**src/rtl/mc_cu_pkg.sv**
```systemverilog
// rtl/mc_cu_pkg.sv - state, opcode, select encodings and control vector for the multi-cycle MIPS control unit
package mc_cu_pkg;

  typedef enum logic [3:0] {
    IDLE, FETCH, DECODE, MEMADR, MEMRD, MEMWB, MEMWR,
    RTYPE_EX, RTYPE_WB, SUBI_EX, IMM_WB, BRANCH, JUMP, FAULT
  } state_t;

  localparam logic [5:0] OP_R    = 6'b000000;
  localparam logic [5:0] OP_SUBI = 6'b001001;
  localparam logic [5:0] OP_LW   = 6'b100011;
  localparam logic [5:0] OP_SW   = 6'b101011;
  localparam logic [5:0] OP_BEQ  = 6'b000100;
  localparam logic [5:0] OP_J    = 6'b000010;

  localparam logic [1:0] ALUOP_ADD   = 2'b00;
  localparam logic [1:0] ALUOP_SUB   = 2'b01;
  localparam logic [1:0] ALUOP_FUNCT = 2'b10;
  localparam logic [1:0] ALUOP_SUBI  = 2'b11;

  localparam logic [1:0] SRCB_B      = 2'b00;
  localparam logic [1:0] SRCB_FOUR   = 2'b01;
  localparam logic [1:0] SRCB_IMM    = 2'b10;
  localparam logic [1:0] SRCB_IMM_SH = 2'b11;

  localparam logic [1:0] PCSRC_ALU    = 2'b00;
  localparam logic [1:0] PCSRC_ALUOUT = 2'b01;
  localparam logic [1:0] PCSRC_JUMP   = 2'b10;

  typedef struct packed {
    logic       pcWrite;
    logic       pcWriteCond;
    logic       iOrD;
    logic       memRead;
    logic       memWrite;
    logic       irWrite;
    logic       regDst;
    logic       memToReg;
    logic       regWrite;
    logic       aluSrcA;
    logic [1:0] aluSrcB;
    logic [1:0] aluOp;
    logic [1:0] pcSource;
    logic       instrDone;
  } ctrl_t;

endpackage

```
**src/rtl/mc_cu_outdec.sv**
```systemverilog
// rtl/mc_cu_outdec.sv - combinational state to datapath control decode; JUMP decode only with MC_CU_JUMP_EN
module mc_cu_outdec
  import mc_cu_pkg::*;
(
  input  state_t state,
  input  logic   memReady,
  output ctrl_t  ctrl
);

  always_comb begin
    ctrl = '0;
    case (state)
      FETCH: begin
        ctrl.memRead = 1'b1;
        ctrl.aluSrcB = SRCB_FOUR;
        ctrl.aluOp   = ALUOP_ADD;
        ctrl.irWrite = memReady;
        ctrl.pcWrite = memReady;
      end
      DECODE: begin
        ctrl.aluSrcB = SRCB_IMM_SH;
        ctrl.aluOp   = ALUOP_ADD;
      end
      MEMADR: begin
        ctrl.aluSrcA = 1'b1;
        ctrl.aluSrcB = SRCB_IMM;
        ctrl.aluOp   = ALUOP_ADD;
      end
      MEMRD: begin
        ctrl.memRead = 1'b1;
        ctrl.iOrD    = 1'b1;
      end
      MEMWB: begin
        ctrl.regWrite  = 1'b1;
        ctrl.memToReg  = 1'b1;
        ctrl.instrDone = 1'b1;
      end
      MEMWR: begin
        ctrl.memWrite  = 1'b1;
        ctrl.iOrD      = 1'b1;
        ctrl.instrDone = memReady;
      end
      RTYPE_EX: begin
        ctrl.aluSrcA = 1'b1;
        ctrl.aluSrcB = SRCB_B;
        ctrl.aluOp   = ALUOP_FUNCT;
      end
      RTYPE_WB: begin
        ctrl.regWrite  = 1'b1;
        ctrl.regDst    = 1'b1;
        ctrl.instrDone = 1'b1;
      end
      SUBI_EX: begin
        ctrl.aluSrcA = 1'b1;
        ctrl.aluSrcB = SRCB_IMM;
        ctrl.aluOp   = ALUOP_SUBI;
      end
      IMM_WB: begin
        ctrl.regWrite  = 1'b1;
        ctrl.instrDone = 1'b1;
      end
      BRANCH: begin
        ctrl.aluSrcA     = 1'b1;
        ctrl.aluSrcB     = SRCB_B;
        ctrl.aluOp       = ALUOP_SUB;
        ctrl.pcWriteCond = 1'b1;
        ctrl.pcSource    = PCSRC_ALUOUT;
        ctrl.instrDone   = 1'b1;
      end
`ifdef MC_CU_JUMP_EN
      JUMP: begin
        ctrl.pcWrite   = 1'b1;
        ctrl.pcSource  = PCSRC_JUMP;
        ctrl.instrDone = 1'b1;
      end
`endif
      default: ctrl = '0;
    endcase
  end

endmodule

```
**src/rtl/mc_control_unit.sv**
```systemverilog
// rtl/mc_control_unit.sv - multi-cycle MIPS control FSM with memory wait timeout and illegal trap; J enabled by MC_CU_JUMP_EN
module mc_control_unit
  import mc_cu_pkg::*;
#(
  parameter int OPCODE_W = 6,
  parameter int TIMEOUT  = 15
) (
  input  logic                clk,
  input  logic                rst_n,
  input  logic                run,
  input  logic [OPCODE_W-1:0] opcode,
  input  logic                mem_ready,
  output logic                pc_write,
  output logic                pc_write_cond,
  output logic                i_or_d,
  output logic                mem_read,
  output logic                mem_write,
  output logic                ir_write,
  output logic                reg_dst,
  output logic                mem_to_reg,
  output logic                reg_write,
  output logic                alu_src_a,
  output logic [1:0]          alu_src_b,
  output logic [1:0]          alu_op,
  output logic [1:0]          pc_source,
  output logic                instr_done,
  output logic                illegal,
  output logic                timeout
);

  localparam logic [7:0] TIMEOUT_CNT = 8'(TIMEOUT);

  state_t     state, nextState;
  logic [7:0] waitCnt;
  logic       isMemState, waitExpired;
  logic       setIllegal, setTimeout;
  ctrl_t      ctrl;

  assign isMemState  = (state == FETCH) || (state == MEMRD) || (state == MEMWR);
  // Expires on the cycle the count would reach TIMEOUT; a ready in that cycle still wins.
  assign waitExpired = isMemState && !mem_ready && ((waitCnt + 8'd1) == TIMEOUT_CNT);

  always_ff @(posedge clk) begin
    if (!rst_n) begin
      state   <= IDLE;
      waitCnt <= '0;
      illegal <= 1'b0;
      timeout <= 1'b0;
    end else begin
      state <= nextState;
      if (nextState != state) waitCnt <= '0;
      else if (isMemState && !mem_ready) waitCnt <= waitCnt + 8'd1;
      if (setIllegal) illegal <= 1'b1;
      if (setTimeout) timeout <= 1'b1;
    end
  end

  always_comb begin
    nextState  = state;
    setIllegal = 1'b0;
    setTimeout = 1'b0;
    case (state)
      IDLE: if (run) nextState = FETCH;
      FETCH: begin
        if (mem_ready) nextState = DECODE;
        else if (waitExpired) begin
          nextState  = FAULT;
          setTimeout = 1'b1;
        end
      end
      DECODE: begin
        case (opcode)
          OP_R:         nextState = RTYPE_EX;
          OP_SUBI:      nextState = SUBI_EX;
          OP_LW, OP_SW: nextState = MEMADR;
          OP_BEQ:       nextState = BRANCH;
`ifdef MC_CU_JUMP_EN
          OP_J:         nextState = JUMP;
`endif
          default: begin
            nextState  = FAULT;
            setIllegal = 1'b1;
          end
        endcase
      end
      MEMADR:   nextState = (opcode == OP_LW) ? MEMRD : MEMWR;
      MEMRD: begin
        if (mem_ready) nextState = MEMWB;
        else if (waitExpired) begin
          nextState  = FAULT;
          setTimeout = 1'b1;
        end
      end
      MEMWR: begin
        if (mem_ready) nextState = run ? FETCH : IDLE;
        else if (waitExpired) begin
          nextState  = FAULT;
          setTimeout = 1'b1;
        end
      end
      RTYPE_EX: nextState = RTYPE_WB;
      SUBI_EX:  nextState = IMM_WB;
      MEMWB, RTYPE_WB, IMM_WB, BRANCH, JUMP: nextState = run ? FETCH : IDLE;
      FAULT:    nextState = FAULT;
      default:  nextState = IDLE;
    endcase
  end

  mc_cu_outdec u_outdec (
    .state    (state),
    .memReady (mem_ready),
    .ctrl     (ctrl)
  );

  assign pc_write      = ctrl.pcWrite;
  assign pc_write_cond = ctrl.pcWriteCond;
  assign i_or_d        = ctrl.iOrD;
  assign mem_read      = ctrl.memRead;
  assign mem_write     = ctrl.memWrite;
  assign ir_write      = ctrl.irWrite;
  assign reg_dst       = ctrl.regDst;
  assign mem_to_reg    = ctrl.memToReg;
  assign reg_write     = ctrl.regWrite;
  assign alu_src_a     = ctrl.aluSrcA;
  assign alu_src_b     = ctrl.aluSrcB;
  assign alu_op        = ctrl.aluOp;
  assign pc_source     = ctrl.pcSource;
  assign instr_done    = ctrl.instrDone;

endmodule

```
**config.mk**
```make
export PLATFORM = sky130hd
export DESIGN_NAME = mc_control_unit
export DESIGN_NICKNAME = d
export VERILOG_FILES = /design/src/rtl/mc_cu_pkg.sv /design/src/rtl/mc_cu_outdec.sv /design/src/rtl/mc_control_unit.sv
export SDC_FILE = /design/constraint.sdc
export NUM_CORES = 1
export LEC_CHECK = 0
export CORE_ASPECT_RATIO = 1.5
export CORE_MARGIN = 4
export CORE_UTILIZATION = 40
export DETAILED_ROUTE_END_ITERATION = 10
export PLACE_DENSITY_LB_ADDON = 0.12
export SYNTH_ARGS = -nofsm -noshare
export SYNTH_HDL_FRONTEND = slang
export SYNTH_SLANG_ARGS = --single-unit
```
**constraint.sdc**
```tcl
create_clock -name clk -period 3 [get_ports clk]
set_clock_uncertainty 0.15 [all_clocks]
set_input_delay 0.6 -clock clk [delete_from_list [all_inputs] [get_ports clk]]
set_output_delay 0.6 -clock clk [all_outputs]
set_load 0.01 [all_outputs]
```
==> results of run 1 <==
report_power, final:
part	internal (W)	switching, W	total [W]
clock network	0.000116	0.0000706	0.000187
logic	0.0000984	0.000112	0.000210
registers	0.000193	0.0000100	0.000203
total	0.000408	0.000192	0.000600
flip-flops by register name, indices dropped and copies added, names as in the netlist:
name,cells
state,4
timeout,1
waitCnt,8
illegal,1
stage by stage:
stage          worst slack [ns]  power [W]
2_1_floorplan             0.663   0.000331
3_3_place_gp              0.147   0.000408
3_5_place_dp             0.0385   0.000411
4_1_cts                   0.155   0.000597
5_1_grt                  0.0292   0.000637
6_report                  0.215   0.000600
repair_timing:
item,4_1_cts,5_1_grt
endpoints found under the setup margin,0,8
setup buffers,0,1
hold endpoints to repair,0,0
routing by layer:
metal  wire, um  part of all wire  global-route usage
met1       1400              0.41               0.225
met3        142             0.041              0.0310
met2       1850              0.54               0.308
met4         61             0.018              0.0698
met5          0                 0                   0
cells in the mapped netlist (6+ instances only):
cell type  number
a21oi_1         8
dfxtp_1        14
inv_1           6
nand2_1        13
nand2b_1        9
nor2_1         18
nor3_1         17
o21ai_0         9
cell families (layout without fill, tap and decap cells):
| logic type | count (synthesis) | count (layout) | synth area share |
|---|---|---|---|
| other | 1 | 1 | 0.00294 |
| AOI/OAI and AO/OA | 51 | 51 | 0.293 |
| adders and majority gates | 2 | 2 | 0.0196 |
| DFF | 14 | 14 | 0.220 |
| xor gates and xnor gates | 8 | 8 | 0.0550 |
| buffers and inverters | 18 | 46 | 0.0658 |
| and+or+nand+nor | 81 | 81 | 0.344 |
worst max-delay path by stage:
stage / cells past startpoint / slack, ns / to
after floorplan: 7 / 0.66 / waitCnt[0]
after global placement: 7 / 0.15 / waitCnt[5]
after detailed placement: 7 / 0.04 / waitCnt[1]
after CTS: 7 / 0.15 / waitCnt[1]
after global routing: 7 / 0.03 / waitCnt[1]
final: 7 / 0.21 / waitCnt[1]
cell type report:
type | instances | share of cell area
repair buffers | 36 | 0.204
clock buffers | 4 | 0.0333
flip-flops and latches | 14 | 0.169
multi-input cells | 143 | 0.550
well taps | 39 | 0.0295
inverters | 6 | 0.0136
==> qor.csv, run 1 <==
metric,value,unit
Final Hold Vio Count,0,
GR Overflow Total,0,
n_diodes,0,
Final Instance Area,1650,sq um
worst reg2reg setup slack,0.21,ns
Skew-Pair Late Insertion Delay,0.25,ns
CTS tree,built,
status,completed,
Die H,77.1,um
async set or reset register ratio after synthesis,0,
total CTS buffers,3,
die area,4170,sq um
Hold Path Cell Cnt,1,
1st-iter DRT viols,42,
delay of the slowest cell on the worst path,0.66,ns
Power Dens Cells,363,nW/um^2
Multi-input gate area,910,sq um
f_max,0.359,GHz
worst path bufs/invs,0,
DR pass1 iterations,4,
crit start category,flip-flop,
dpl cell area,1590,sq um
via count,1385,
Synth top area share,0.220,
final setup TNS,0,ns
clk buf depth,2,
max-slew violations,0,
initial antenna violation count,0,
Tmin final,2.79,ns
worst min path class,reg2reg,
vias per cell,5.72,
Filler cells,286,
Initial Utilization,0.428,
synth-to-layout area growth,29.9,%
"commonest cells after routing, fill and taps aside","27 x clkdlybuf4s50_1, 18 x nor2_1, 17 x nor3_1, 14 x dfxtp_1, 13 x nand2_1",
clk slew on worst S/H paths,0.06,ns
# port buffers,27,
vias in the first global route,1335,
register area,280,sq um
Post-synth EDFFs,0,
dominant synthesized flop cell,dfxtp_1,
RR Endpoint,waitCnt[1],
Tot GR Track Use,0.184,
Max-Slew Margin vs Limit,0.559,
Hold EP,illegal,
VDD IR-drop max,157,uV
Worst-Margin Slew,0.660,ns
reg2reg path depth,7,
Yosys reg bits,14,
Layout Utilization,0.556,
"area leader, netlist",dfxtp_1,
drt drc,0,
post-synthesis cell count,175,
chip width,54.1,um
Synth area leaders,"dfxtp_1 22%, nor3_1 6.7%, nor2_1 5.3%",
GPL Wtd Cong,0.815,
Layout Cells excl Fill,242,
synthesized net count,187,
HP Start,illegal,
largest net degree at the start of global routing,18,
IO Count,29,
Netlist Area Pre-Place,1270,sq um
Crit Path Class,reg2reg,
Worst Hold Margin,0.317,ns
synthesis warning total,0,
"most common cell after layout, fill and taps aside",clkdlybuf4s50_1,
Routed Antenna Nets,0,
Worst Path Required,2.97,ns
Worst path slowest cell,a2111oi_1,
first-pass GRT wire length,6020,um
WL/cell,14.3,um
clock root buffer master,clkbuf_8,
crit share post-route,0.928,
RSZ-0062 raised after global routing,false,
Syn Area/Cell,7.28,sq um
fin nets,216,
CP endpoint kind,flip-flop,
Detailed Place HPWL,2670,um
Core Region,2970,sq um
H-tree levels,1,
Post-Place Cells,237,
critical path launch point,waitCnt[0],
final setup fails,0,
sequential share of the synthesized area,0.220,
# resized after CTS,0,
synth unique cells,51,
RR Startpoint,waitCnt[0],
final WL,3460,um
num rows,24,
Pleak,0.568,nW
Num Clock Sinks,14,
worst-path cell chain,"ha_1, and3_1, a31oi_1, a2111oi_1, a21oi_1, o221ai_2, nor3_1",
CP max FO,8,
"delay-heaviest family, CP",compound AO/OA/AOI/OAI gates,
layout cells sized above 1,0.0936,
Max-cap violations,0,
WP data arrival,2.75,ns
post-cts hold buffer count,0,
Note: power is estimated with default switching activity, not from simulation.
==> inputs of run 2 (changes only) <==
--- a/config.mk
+++ b/config.mk
@@ -7,7 +7,8 @@
 export LEC_CHECK = 0
 export CORE_ASPECT_RATIO = 1.5
 export CORE_MARGIN = 4
-export CORE_UTILIZATION = 40
+export CORE_UTILIZATION = 37
+export CTS_BUF_LIST = sky130_fd_sc_hd__clkbuf_8
 export DETAILED_ROUTE_END_ITERATION = 10
 export PLACE_DENSITY_LB_ADDON = 0.12
 export SYNTH_ARGS = -nofsm -noshare
==> qor.csv, run 2 (synthesis gave the netlist of run 1 again) <==
metric,value,unit,change
chip width,55.9,um,+3.4%
WP data arrival,2.03,ns,-0.72 ns
crit start category,flip-flop,,
CP max FO,13,,+5
Tot GR Track Use,0.182,,-0.00241
Worst Path Required,2.25,ns,-0.72 ns
1st-iter DRT viols,76,,+81%
H-tree levels,1,,unchanged
register area,282,sq um,+0.45%
Layout Cells excl Fill,247,,+2.1%
"commonest cells after routing, fill and taps aside","27 x clkdlybuf4s50_1, 18 x nor2_1, 17 x nor3_1",,
Detailed Place HPWL,2920,um,+9.3%
max FFs per register,8,,unchanged
CTS tree,built,,
WL/cell,15.5,um,+8.5%
VDD IR-drop max,180,uV,+14%
Post-CTS Setup Inserts,0,,unchanged
status,completed,,
pre-CTS setup slack,0.0483,ns,+0.00983 ns
max-slew violations,0,,unchanged
worst min path class,reg2reg,,
f_max,0.360,GHz,+0.20%
Skew-Pair Late Insertion Delay,0.25,ns,about the same
Post-Place Cells,243,,+2.5%
crit share post-route,0.927,,-0.00181
CP endpoint kind,output pin,,
first-pass GRT wire length,6640,um,+10%
RSZ-0062 raised after global routing,false,,
final WL,3830,um,+11%
"Most flops, register",waitCnt,,
Max-cap violations,0,,unchanged
Final Hold Vio Count,0,,unchanged
Multi-input gate area,915,sq um,+0.55%
GR Overflow Total,0,,unchanged
Filler cells,320,,+12%
DR pass1 iterations,4,,unchanged
Worst Hold Margin,0.332,ns,+0.0150 ns
worst-path cell chain,"buf_4, nand2b_1, a211oi_1, clkdlybuf4s50_1",,
final setup fails,0,,unchanged
num rows,25,,+4.2%
drt drc,0,,unchanged
IO Count,29,,unchanged
Crit Path Class,reg2out,,
largest net degree at the start of global routing,18,,unchanged
via count,1434,,+3.5%
fin nets,220,,+1.9%
Top Registers,"waitCnt (8), state (4)",,
Power Dens Cells,354,nW/um^2,-2.4%
Tmin final,2.78,ns,-0.00544 ns
synth-to-layout area growth,32.8,%,
clk slew on worst S/H paths,0.06,ns,about the same
Worst-Margin Slew,0.624,ns,-0.0360 ns
Core Region,3220,sq um,+8.4%
n_diodes,0,,unchanged
Max-Slew Margin vs Limit,0.573,,+0.0143
"most common cell after layout, fill and taps aside",clkdlybuf4s50_1,,
Pwr Total,0.000599,W,-0.14%
vias per cell,5.81,,+1.4%
Initial Utilization,0.395,,-0.0331
Pleak,0.590,nW,+3.9%
Die H,79.9,um,+3.6%
Num Clock Sinks,14,,unchanged
delay of the slowest cell on the worst path,0.59,ns,-0.07 ns
die area,4460,sq um,+7.1%
Worst path slowest cell,clkdlybuf4s50_1,,
GPL Wtd Cong,0.813,,-0.20%
layout cells sized above 1,0.121,,+0.0272
initial antenna violation count,0,,unchanged
# port buffers,27,,unchanged
final setup TNS,0,ns,unchanged
clk buf depth,2,,unchanged
vias in the first global route,1487,,+11%
Routed Antenna Nets,0,,unchanged
clock root buffer master,clkbuf_8,,
total CTS buffers,3,,unchanged
Worst Slack Setup Final,0.220,ns,+0.00544 ns
==> run 2: cell count changes in the layout (fill, tap and decap cells not counted), sizes merged <==
cell	before	now
buf	9	13
==> run 2: final cells by class <==
type | count | share of cell area
multi-input cells | 143 | 0.541
repair buffers | 40 | 0.217
flip-flops and latches | 14 | 0.166
clock buffers | 4 | 0.0325
well taps | 40 | 0.0296
inverters | 6 | 0.0133
==> run 2: critical path, delay by kind of cell (launching register included) <==
family | cells | cell delay, ns
buffers and inverters | 2 | 0.82
DFF | 1 | 0.43
AOI/OAI and AO/OA | 1 | 0.29
and+or+nand+nor | 1 | 0.24
==> run 2: power by group <==
part	switching [W]	leakage (nW)	internal, W
logic	0.000109	0.447	0.0000982
clock network	0.0000652	0.0288	0.000116
registers	0.0000165	0.114	0.000194
==> run 2: path summary, 6_finish.rpt <==
check                             endpoint       start  cells past startpoint  slack [ns]
worst max register to register  waitCnt[6]  waitCnt[0]                      7        0.26
worst min register to register     timeout     timeout                      2        0.33
worst max-delay path              mem_read    state[2]                      4        0.22
worst min-delay path               timeout     timeout                      2        0.33
==> run 2: metal layers <==
metal	vias to the layer above	global-route usage	share of wire	wire length [um]
met2	33	0.344	0.55	2100
met1	691	0.195	0.41	1560
met4	0	0.0760	0.014	55
met3	5	0.0324	0.029	110
met5	-	0	0	0
li1	705	-	-	-
==> run 2: what timing repair did <==
| action | in CTS | in global routing |
|---|---|---|
| hold buffers | 0 | 0 |
| gates resized for setup | 0 | 2 |
| setup endpoints to repair | 0 | 9 |
==> run 2: per-stage QoR <==
step                      utilization  instance area, sq um
final                           0.525                  1690
after CTS                       0.523                  1690
after global routing            0.525                  1690
after floorplan                     -                  1270
after detailed placement        0.506                  1630
after global placement          0.506                  1630
